===== config.mk =====
export PLATFORM = sky130hd
export DESIGN_NAME = instr_fetch
export DESIGN_NICKNAME = d
export VERILOG_FILES = /design/src/rtl/cpu_pkg.sv /design/src/rtl/fetch_buffer.sv /design/src/rtl/instr_fetch.sv
export SDC_FILE = /design/constraint.sdc
export NUM_CORES = 1
export LEC_CHECK = 0
export CAP_MARGIN = 20
export CORE_ASPECT_RATIO = 0.8
export CORE_MARGIN = 3
export CORE_UTILIZATION = 35
export DETAILED_ROUTE_END_ITERATION = 16
export SLEW_MARGIN = 40
export SYNTH_ARGS = -nofsm -noshare
export SYNTH_HDL_FRONTEND = slang
export SYNTH_HIERARCHICAL = 1
export SYNTH_SLANG_ARGS = --single-unit

===== constraint.sdc =====
create_clock -name clk -period 15.08 [get_ports clk]
set_clock_uncertainty 0.05 [all_clocks]
set_input_delay 3.77 -clock clk [delete_from_list [all_inputs] [get_ports clk]]
set_output_delay 3.77 -clock clk [all_outputs]
set_load 0.03 [all_outputs]

===== src/rtl/cpu_pkg.sv =====
// ============================================================================
// Module   : cpu_pkg
// Brief    : Shared constants for the fetch front end.
// Revision : 1.0 - initial release
// ============================================================================
`default_nettype none

package cpu_pkg;

    localparam int unsigned  INSTR_W      = 32;
    localparam int unsigned  PC_STEP_DEF  = 4;
    localparam logic [63:0]  RESET_PC_DEF = 64'h0;
    localparam logic [4:0]   OPC_HALT     = 5'h1F;

    function automatic logic is_halt_opc(input logic [INSTR_W-1:0] word);
        return word[INSTR_W-1 -: 5] == OPC_HALT;
    endfunction

endpackage

`default_nettype wire


===== src/rtl/fetch_buffer.sv =====
// ============================================================================
// Module   : fetch_buffer
// Brief    : Output slot plus one prefetch slot behind a valid/ready handshake.
// Revision : 1.0 - initial release
// ============================================================================
`default_nettype none

module fetch_buffer
    import cpu_pkg::*;
#(
    parameter int unsigned ADDR_W = 64
) (
    input  logic                clk,
    input  logic                reset,
    input  logic                flush,
    input  logic                ready,
    input  logic                load,
    input  logic [INSTR_W-1:0]  load_instr,
    input  logic [ADDR_W-1:0]   load_pc,
    output logic [INSTR_W-1:0]  instr,
    output logic [ADDR_W-1:0]   pc,
    output logic                instr_valid,
    output logic                pf_valid
);

    logic [INSTR_W-1:0] pf_instr;
    logic [ADDR_W-1:0]  pf_pc;
    logic               advance;

    // Output slot may be refilled when it is empty or being consumed now.
    assign advance = ~instr_valid | ready;

    always_ff @(posedge clk or posedge reset) begin
        if (reset) begin
            instr       <= '0;
            pc          <= '0;
            instr_valid <= 1'b0;
            pf_instr    <= '0;
            pf_pc       <= '0;
            pf_valid    <= 1'b0;
        end else if (flush) begin
            instr_valid <= 1'b0;
            pf_valid    <= 1'b0;
        end else if (advance) begin
            if (pf_valid) begin
                instr       <= pf_instr;
                pc          <= pf_pc;
                instr_valid <= 1'b1;
                pf_valid    <= load;
                pf_instr    <= load_instr;
                pf_pc       <= load_pc;
            end else if (load) begin
                instr       <= load_instr;
                pc          <= load_pc;
                instr_valid <= 1'b1;
            end else begin
                instr_valid <= 1'b0;
            end
        end else if (load) begin
            pf_instr <= load_instr;
            pf_pc    <= load_pc;
            pf_valid <= 1'b1;
        end
    end

endmodule

`default_nettype wire


===== src/rtl/instr_fetch.sv =====
// ============================================================================
// Module   : instr_fetch
// Brief    : PC owner issuing single-outstanding imem reads toward decode.
// Revision : 1.0 - initial release
// ============================================================================
`default_nettype none

module instr_fetch
    import cpu_pkg::*;
#(
    parameter int unsigned       ADDR_W   = 64,
    parameter logic [ADDR_W-1:0] RESET_PC = ADDR_W'(RESET_PC_DEF),
    parameter int unsigned       PC_STEP  = PC_STEP_DEF
) (
    input  logic                clk,
    input  logic                reset,
    output logic                imem_req,
    output logic [ADDR_W-1:0]   imem_addr,
    input  logic [INSTR_W-1:0]  imem_rdata,
    input  logic                imem_valid,
    output logic [INSTR_W-1:0]  instr,
    output logic [ADDR_W-1:0]   pc,
    output logic                instr_valid,
    input  logic                instr_ready,
    input  logic                pc_src,
    input  logic [ADDR_W-1:0]   branch_target,
    input  logic                halt,
    output logic                halted
);

    logic [ADDR_W-1:0] fetch_pc;
    logic              out_req;
    logic              drop;
    logic              pf_valid;
    logic              accept;
    logic              halt_now;
    logic              redirect;
    logic              flush;
    logic              resp;
    logic              deliver;
    logic              issue;

    always_comb begin
        accept   = instr_valid & instr_ready;
        halt_now = accept & halt;
        redirect = accept & pc_src & ~halt;
        flush    = halt_now | redirect;
        resp     = imem_valid & out_req;
        // A response coinciding with a flush belongs to the old stream.
        deliver  = resp & ~drop & ~flush & ~halted;
        issue    = ~halted & ~out_req & ~pf_valid & ~flush;
    end

    fetch_buffer #(
        .ADDR_W (ADDR_W)
    ) u_fetch_buffer (
        .clk         (clk),
        .reset       (reset),
        .flush       (flush),
        .ready       (instr_ready),
        .load        (deliver),
        .load_instr  (imem_rdata),
        .load_pc     (imem_addr),
        .instr       (instr),
        .pc          (pc),
        .instr_valid (instr_valid),
        .pf_valid    (pf_valid)
    );

    always_ff @(posedge clk or posedge reset) begin
        if (reset) begin
            fetch_pc  <= RESET_PC;
            imem_addr <= RESET_PC;
            imem_req  <= 1'b0;
            out_req   <= 1'b0;
            drop      <= 1'b0;
            halted    <= 1'b0;
        end else begin
            imem_req <= issue;
            if (issue) begin
                imem_addr <= fetch_pc;
                fetch_pc  <= fetch_pc + ADDR_W'(PC_STEP);
                out_req   <= 1'b1;
            end else if (resp) begin
                out_req <= 1'b0;
            end
            if (redirect) begin
                fetch_pc <= branch_target;
            end
            // Mark a read still in flight across a redirect so its word is discarded.
            if (resp) begin
                drop <= 1'b0;
            end else if (redirect) begin
                drop <= out_req;
            end
            if (halt_now) begin
                halted <= 1'b1;
            end
        end
    end

endmodule

`default_nettype wire


; ---- After elaboration in Yosys (flattened, before gate mapping)
; Cells that the tools add are included.
[totals]
out_inout_bits = 163
in_bits = 102
wordCells = 65
register_bits = 326
[op_classes]
mux = 22
bitwise_logic = 20
addsub = 1
reduce_logical = 9
n_eq_ne = 1
[ops]
columns = cell, count
row1 = 64-bit two-way mux, 6
row2 = 32-bit two-way mux, 4
row3 = "64-bit by 3-bit adder with 64-bit output, second input constant", 1
row4 = 1-bit two-way mux, 12
row5 = 2-bit nonzero test, 6
row6 = 1-bit AND, 11
row7 = 1-bit NOT, 7
row8 = 3-bit AND reduction, 2
row9 = 3-bit nonzero test, 1
row10 = "2-bit by 1-bit inequality test with 1-bit output, second input constant", 1
row11 = 1-bit bitwise OR, 2

; ---- Longest topological paths before layout
[logic_depth]
word_depth = 11
ltp_mapped = 10
ltp_nobuf = 7

; ---- Cells and area by module
; The synthesis kept the hierarchy.
[by_module_without_submodules]
columns = mod, seq_area_each_um2, cells_per_inst, instances, area_per_inst_um2
row1 = fetch_buffer, 4854.7, 525, 1, 8370.5
row2 = instr_fetch, 3303.2, 711, 1, 6206.0

; ---- Worst setup path after synthesis
; No wires, ideal clock.
[synth_timing]
path_type = input to register
start = input port halt
end = register fetch_pc[59]
arrival_ns = 5.674
cell_stages = 8
required_ns = 14.893
path_buffers = 2
slack_ns = 9.219
setup_ns = 0.137
path_cell_list = o211a_1 or4_1 buf_2 or4_4 buf_6 nor3_2 xnor2_1 a21oi_1
[synth_between]
elab_chain_len = 6
word_cells_on_any_way = 8
classes_between = mux (1) / bitwise (6) / reduce/logical (1)
[synth_lines]
columns = item, line
row1 = start: declaration, instr_fetch.sv:27  ; input logic halt,
row2 = 1-bit NOT, instr_fetch.sv:46  ; redirect = accept & pc_src & ~halt;
row3 = 1-bit AND, instr_fetch.sv:46
row4 = 1-bit bitwise OR, instr_fetch.sv:47  ; flush = halt_now | redirect;
row5 = 1-bit NOT (no source line), --
row6 = 1-bit AND, instr_fetch.sv:51  ; issue = ~halted & ~out_req & ~pf_valid & ~flush;
row7 = 2-bit nonzero test (no source line), --
row8 = end signal: assignment, instr_fetch.sv:82  ; fetch_pc <= fetch_pc + ADDR_W'(PC_STEP);
row9 = end signal: assignment, instr_fetch.sv:88  ; fetch_pc <= branch_target;
row10 = end: declaration, instr_fetch.sv:31  ; logic [ADDR_W-1:0] fetch_pc;
; Several ways; a longest one is shown, not always the timed one.
; A chain may end at the register's enable or synchronous reset.

; ---- Worst setup path after layout
[layout_timing]
start = input port halt
end = register u_fetch_buffer.pc[31]
[layout_between]
elab_chain_len = 8
word_cells_on_any_way = 9
classes_between = bitwise (7) / reduce/logical (2)
[layout_lines]
columns = item, line
row1 = 1-bit NOT, instr_fetch.sv:46
row2 = 1-bit AND, instr_fetch.sv:46
row3 = 1-bit bitwise OR *, instr_fetch.sv:47
row4 = net flush, instr_fetch.sv:38  ; logic flush;
row5 = 1-bit NOT (no source line) *, --
row6 = 1-bit AND * (2 in a row), instr_fetch.sv:50  ; deliver = resp & ~drop & ~flush & ~halted;
row7 = net deliver, instr_fetch.sv:40  ; logic deliver;
row8 = 2-bit nonzero test (no source line) *, --
row9 = 3-bit AND reduction (no source line) *, --
row10 = end signal: assignment, fetch_buffer.sv:47  ; pc <= pf_pc;
row11 = end signal: assignment, fetch_buffer.sv:54  ; pc <= load_pc;
row12 = end: declaration, fetch_buffer.sv:21  ; output logic [ADDR_W-1:0] pc,
; Mark *: on every way through the listed nets, which the timed path passes. The rest lies on a longest branch.

==> summary.txt <==
Status = finished clean
Setup_tns = 0 ns
Layout cells sized above 1 = 0.225
Clock root buffer = clkbuf_16
I/O pins = 265
Detail Route Antenna Nets = 0
DRC = 0
Synth area leader = dfrtp_1
Largest net degree at the start of global routing = 127
# setup viols final = 0
Max Slew Vio Count = 0
FP Rows = 66
Via count = 10.2k
Global-route wire length before repair = 61.2 mm
Yosys warning count = 6
Power density over the cells = 207 nW/um2
Top-area cell type share of the netlist area = 0.560
Port Buffer Count = 264
WP data required = 15.43 ns
Clock latency on the worst-skew pair = 0.52 ns
Sequential fraction of the synthesis area = 0.560
Commonest cells in the netlist = dfrtp_1 (326), nand2_1 (268), mux2_2 (248)
Synthesized instance count = 1,236
Post-CTS Setup Inserts = 0
Reg2Reg Depth = 7
Reg2reg setup slack = 11.61 ns
Synth area leaders = dfrtp_1 (56%), mux2_2 (19%), nand2_1 (6.9%)
WHS Path Cells = 2
All-Layer GR Usage = 0.174
Initial antenna violation count = 2
Clock slew at reported path FFs = 0.06 ns
R2r startpoint = u_fetch_buffer/instr_valid
# diodes = 0
CTS HTree Levels = 2
Placed Cells = 1,988
CP arrival = 7.14 ns
Mapped Area = 14,600 um2
Final hold slack = 0.414 ns
Clock tree sinks = 326
Hold Vio Cnt, Final = 0
Reg-to-Reg End = u_fetch_buffer/pc[31]
Hold Buf Count CTS = 0
Remaining Overflow, GRT = 0
Crit start category = input port
Post-synth EDFFs = 0
Maximum vdd ir drop = 0.000117 V
Cts bufs inserted = 37
Tmin final = 6.79 ns
Core box area = 40,900 um2
Unrepaired setup endpoints after global routing = no
Design Area, Final = 18,900 um2
Placer Congestion = 0.807
Die Width = 234 um
Syn_nets = 1,339
Nets = 1,587
Leakage Power = 0.00831 uW
Die Y = 189 um
Fin crit share = 0.450
Worst Hold Class = flop to flop
PostCTS Resize Cnt = 0
Hold Crit Start = fetch_pc[1]
Per-cell routed wire length = 18.6 um
TritonCTS clock tree = built
Slew @ Worst Pin = 0.751 ns
Final core occ = 0.462
Initial drt markers = 561
Async S/R FF share, synth = 1.00
Peak Freq = 147 MHz
Slew headroom = 0.499
Fin cells = 2,048
Synth cell types = 50
Synth-to-layout area growth = 29.7%
Die area = 44,100 um2
DR vias/cell = 4.97
Setup crit end kind = flop
Post-DP Area = 17,700 um2
Drt first pass iters = 6
Setup Crit Path Kind = input port to flop
Initial core utilization = 0.357
Avg Synthesized Cell Area = 11.8 um2
Clk buf depth = 3
Final HPWL DP = 25.9 mm
Vias in the first global route = 10.6k
Most used DFF post-synth = dfrtp_1
Count leader, synth = dfrtp_1
Worst-path fanout max = 50
Flip-flop and latch count after synthesis = 326
Detailed Route WL = 38.0 mm
Worst Hold Path EP = imem_addr[1]
Max-Cap Viols = 0
-- placed cells by master (no fill, tap or decap), drive strengths merged, types with 10 or more instances in the layout --
master and n:
nand4 20, buf 13, xor2 22, nor3 21
a21oi 10, xnor2 28, mux2 288, nand2 268
dfrtp 326, nand3 27, clkdlybuf4s50 264, clkbuf 48
o21ai 57, nor2 33, and3 10, and4 10
-- per-layer routing --
layer  track usage  routed length (um)
met1         0.248               17600
met2         0.267               16900
met3        0.0466                2850
met4        0.0355                 628
met5             0                  26
-- sequential cells by signal (all words and copies together), names as in the netlist --
| signal | flops |
|---|---|
| out_req | 1 |
| drop | 1 |
| u_fetch_buffer/instr_valid | 1 |
| u_fetch_buffer/pf_instr | 32 |
| halted | 1 |
| u_fetch_buffer/pf_pc | 64 |
| fetch_pc | 64 |
| imem_req | 1 |
| u_fetch_buffer/pc | 64 |
| imem_addr | 64 |
| u_fetch_buffer/instr | 32 |
| u_fetch_buffer/pf_valid | 1 |
-- worst max-delay path by stage --
stage	from	slack, ns	to
2_1_floorplan	reset	5.98	u_fetch_buffer/instr[0]
3_3_place_gp	halt	7.81	fetch_pc[44]
3_5_place_dp	halt	7.69	fetch_pc[44]
4_1_cts	halt	8.25	fetch_pc[62]
5_1_grt	halt	8.01	u_fetch_buffer/pc[34]
6_report	halt	8.29	u_fetch_buffer/pc[31]
-- cells by family (layout without fill, tap and decap cells) --
logic type,after synthesis,in the layout,synth area share
AOI/OAI and AO/OA,85,85,0.0344
xor gates and xnor gates,50,50,0.0300
adders and majority gates,1,1,0.000858
buffers and inverters,77,345,0.0253
DFF,326,326,0.560
muxes,288,288,0.222
and+or+nand+nor,409,409,0.127
-- per-stage QoR --
step	power (uW)	worst slack (ns)
floorplan	2410	5.98
global placement	3020	7.81
detailed placement	3060	7.69
CTS	3960	8.25
global route	4150	8.01
finish	3910	8.29
-- power by group --
group          total [uW]  internal (uW)  leakage, uW  switching, uW
Sequential           1570           1260      0.00420            310
Combinational        1460            684      0.00353            777
Clock                 880            528     0.000575            352
-- area by class of cell --
cell class              instances  area [um2]
clock buffers                  48        1030
clock inverters                11         136
fillers                      3798       22000
inverters                       9        52.6
multi-input cells             833        6060
flip-flops and latches        326        8160
well taps                     544         681
repair buffers                277        2780
-- critical path, cell delays in order --
cell and delay (ns):
clkdlybuf4s50_1 0.45, o211a_1 0.33, nor4_1 0.51, nor2_1 0.17
nor3_4 0.14, buf_4 0.57, buf_4 0.70, mux2_2 0.42
Power figures use the tool's default switching activity.
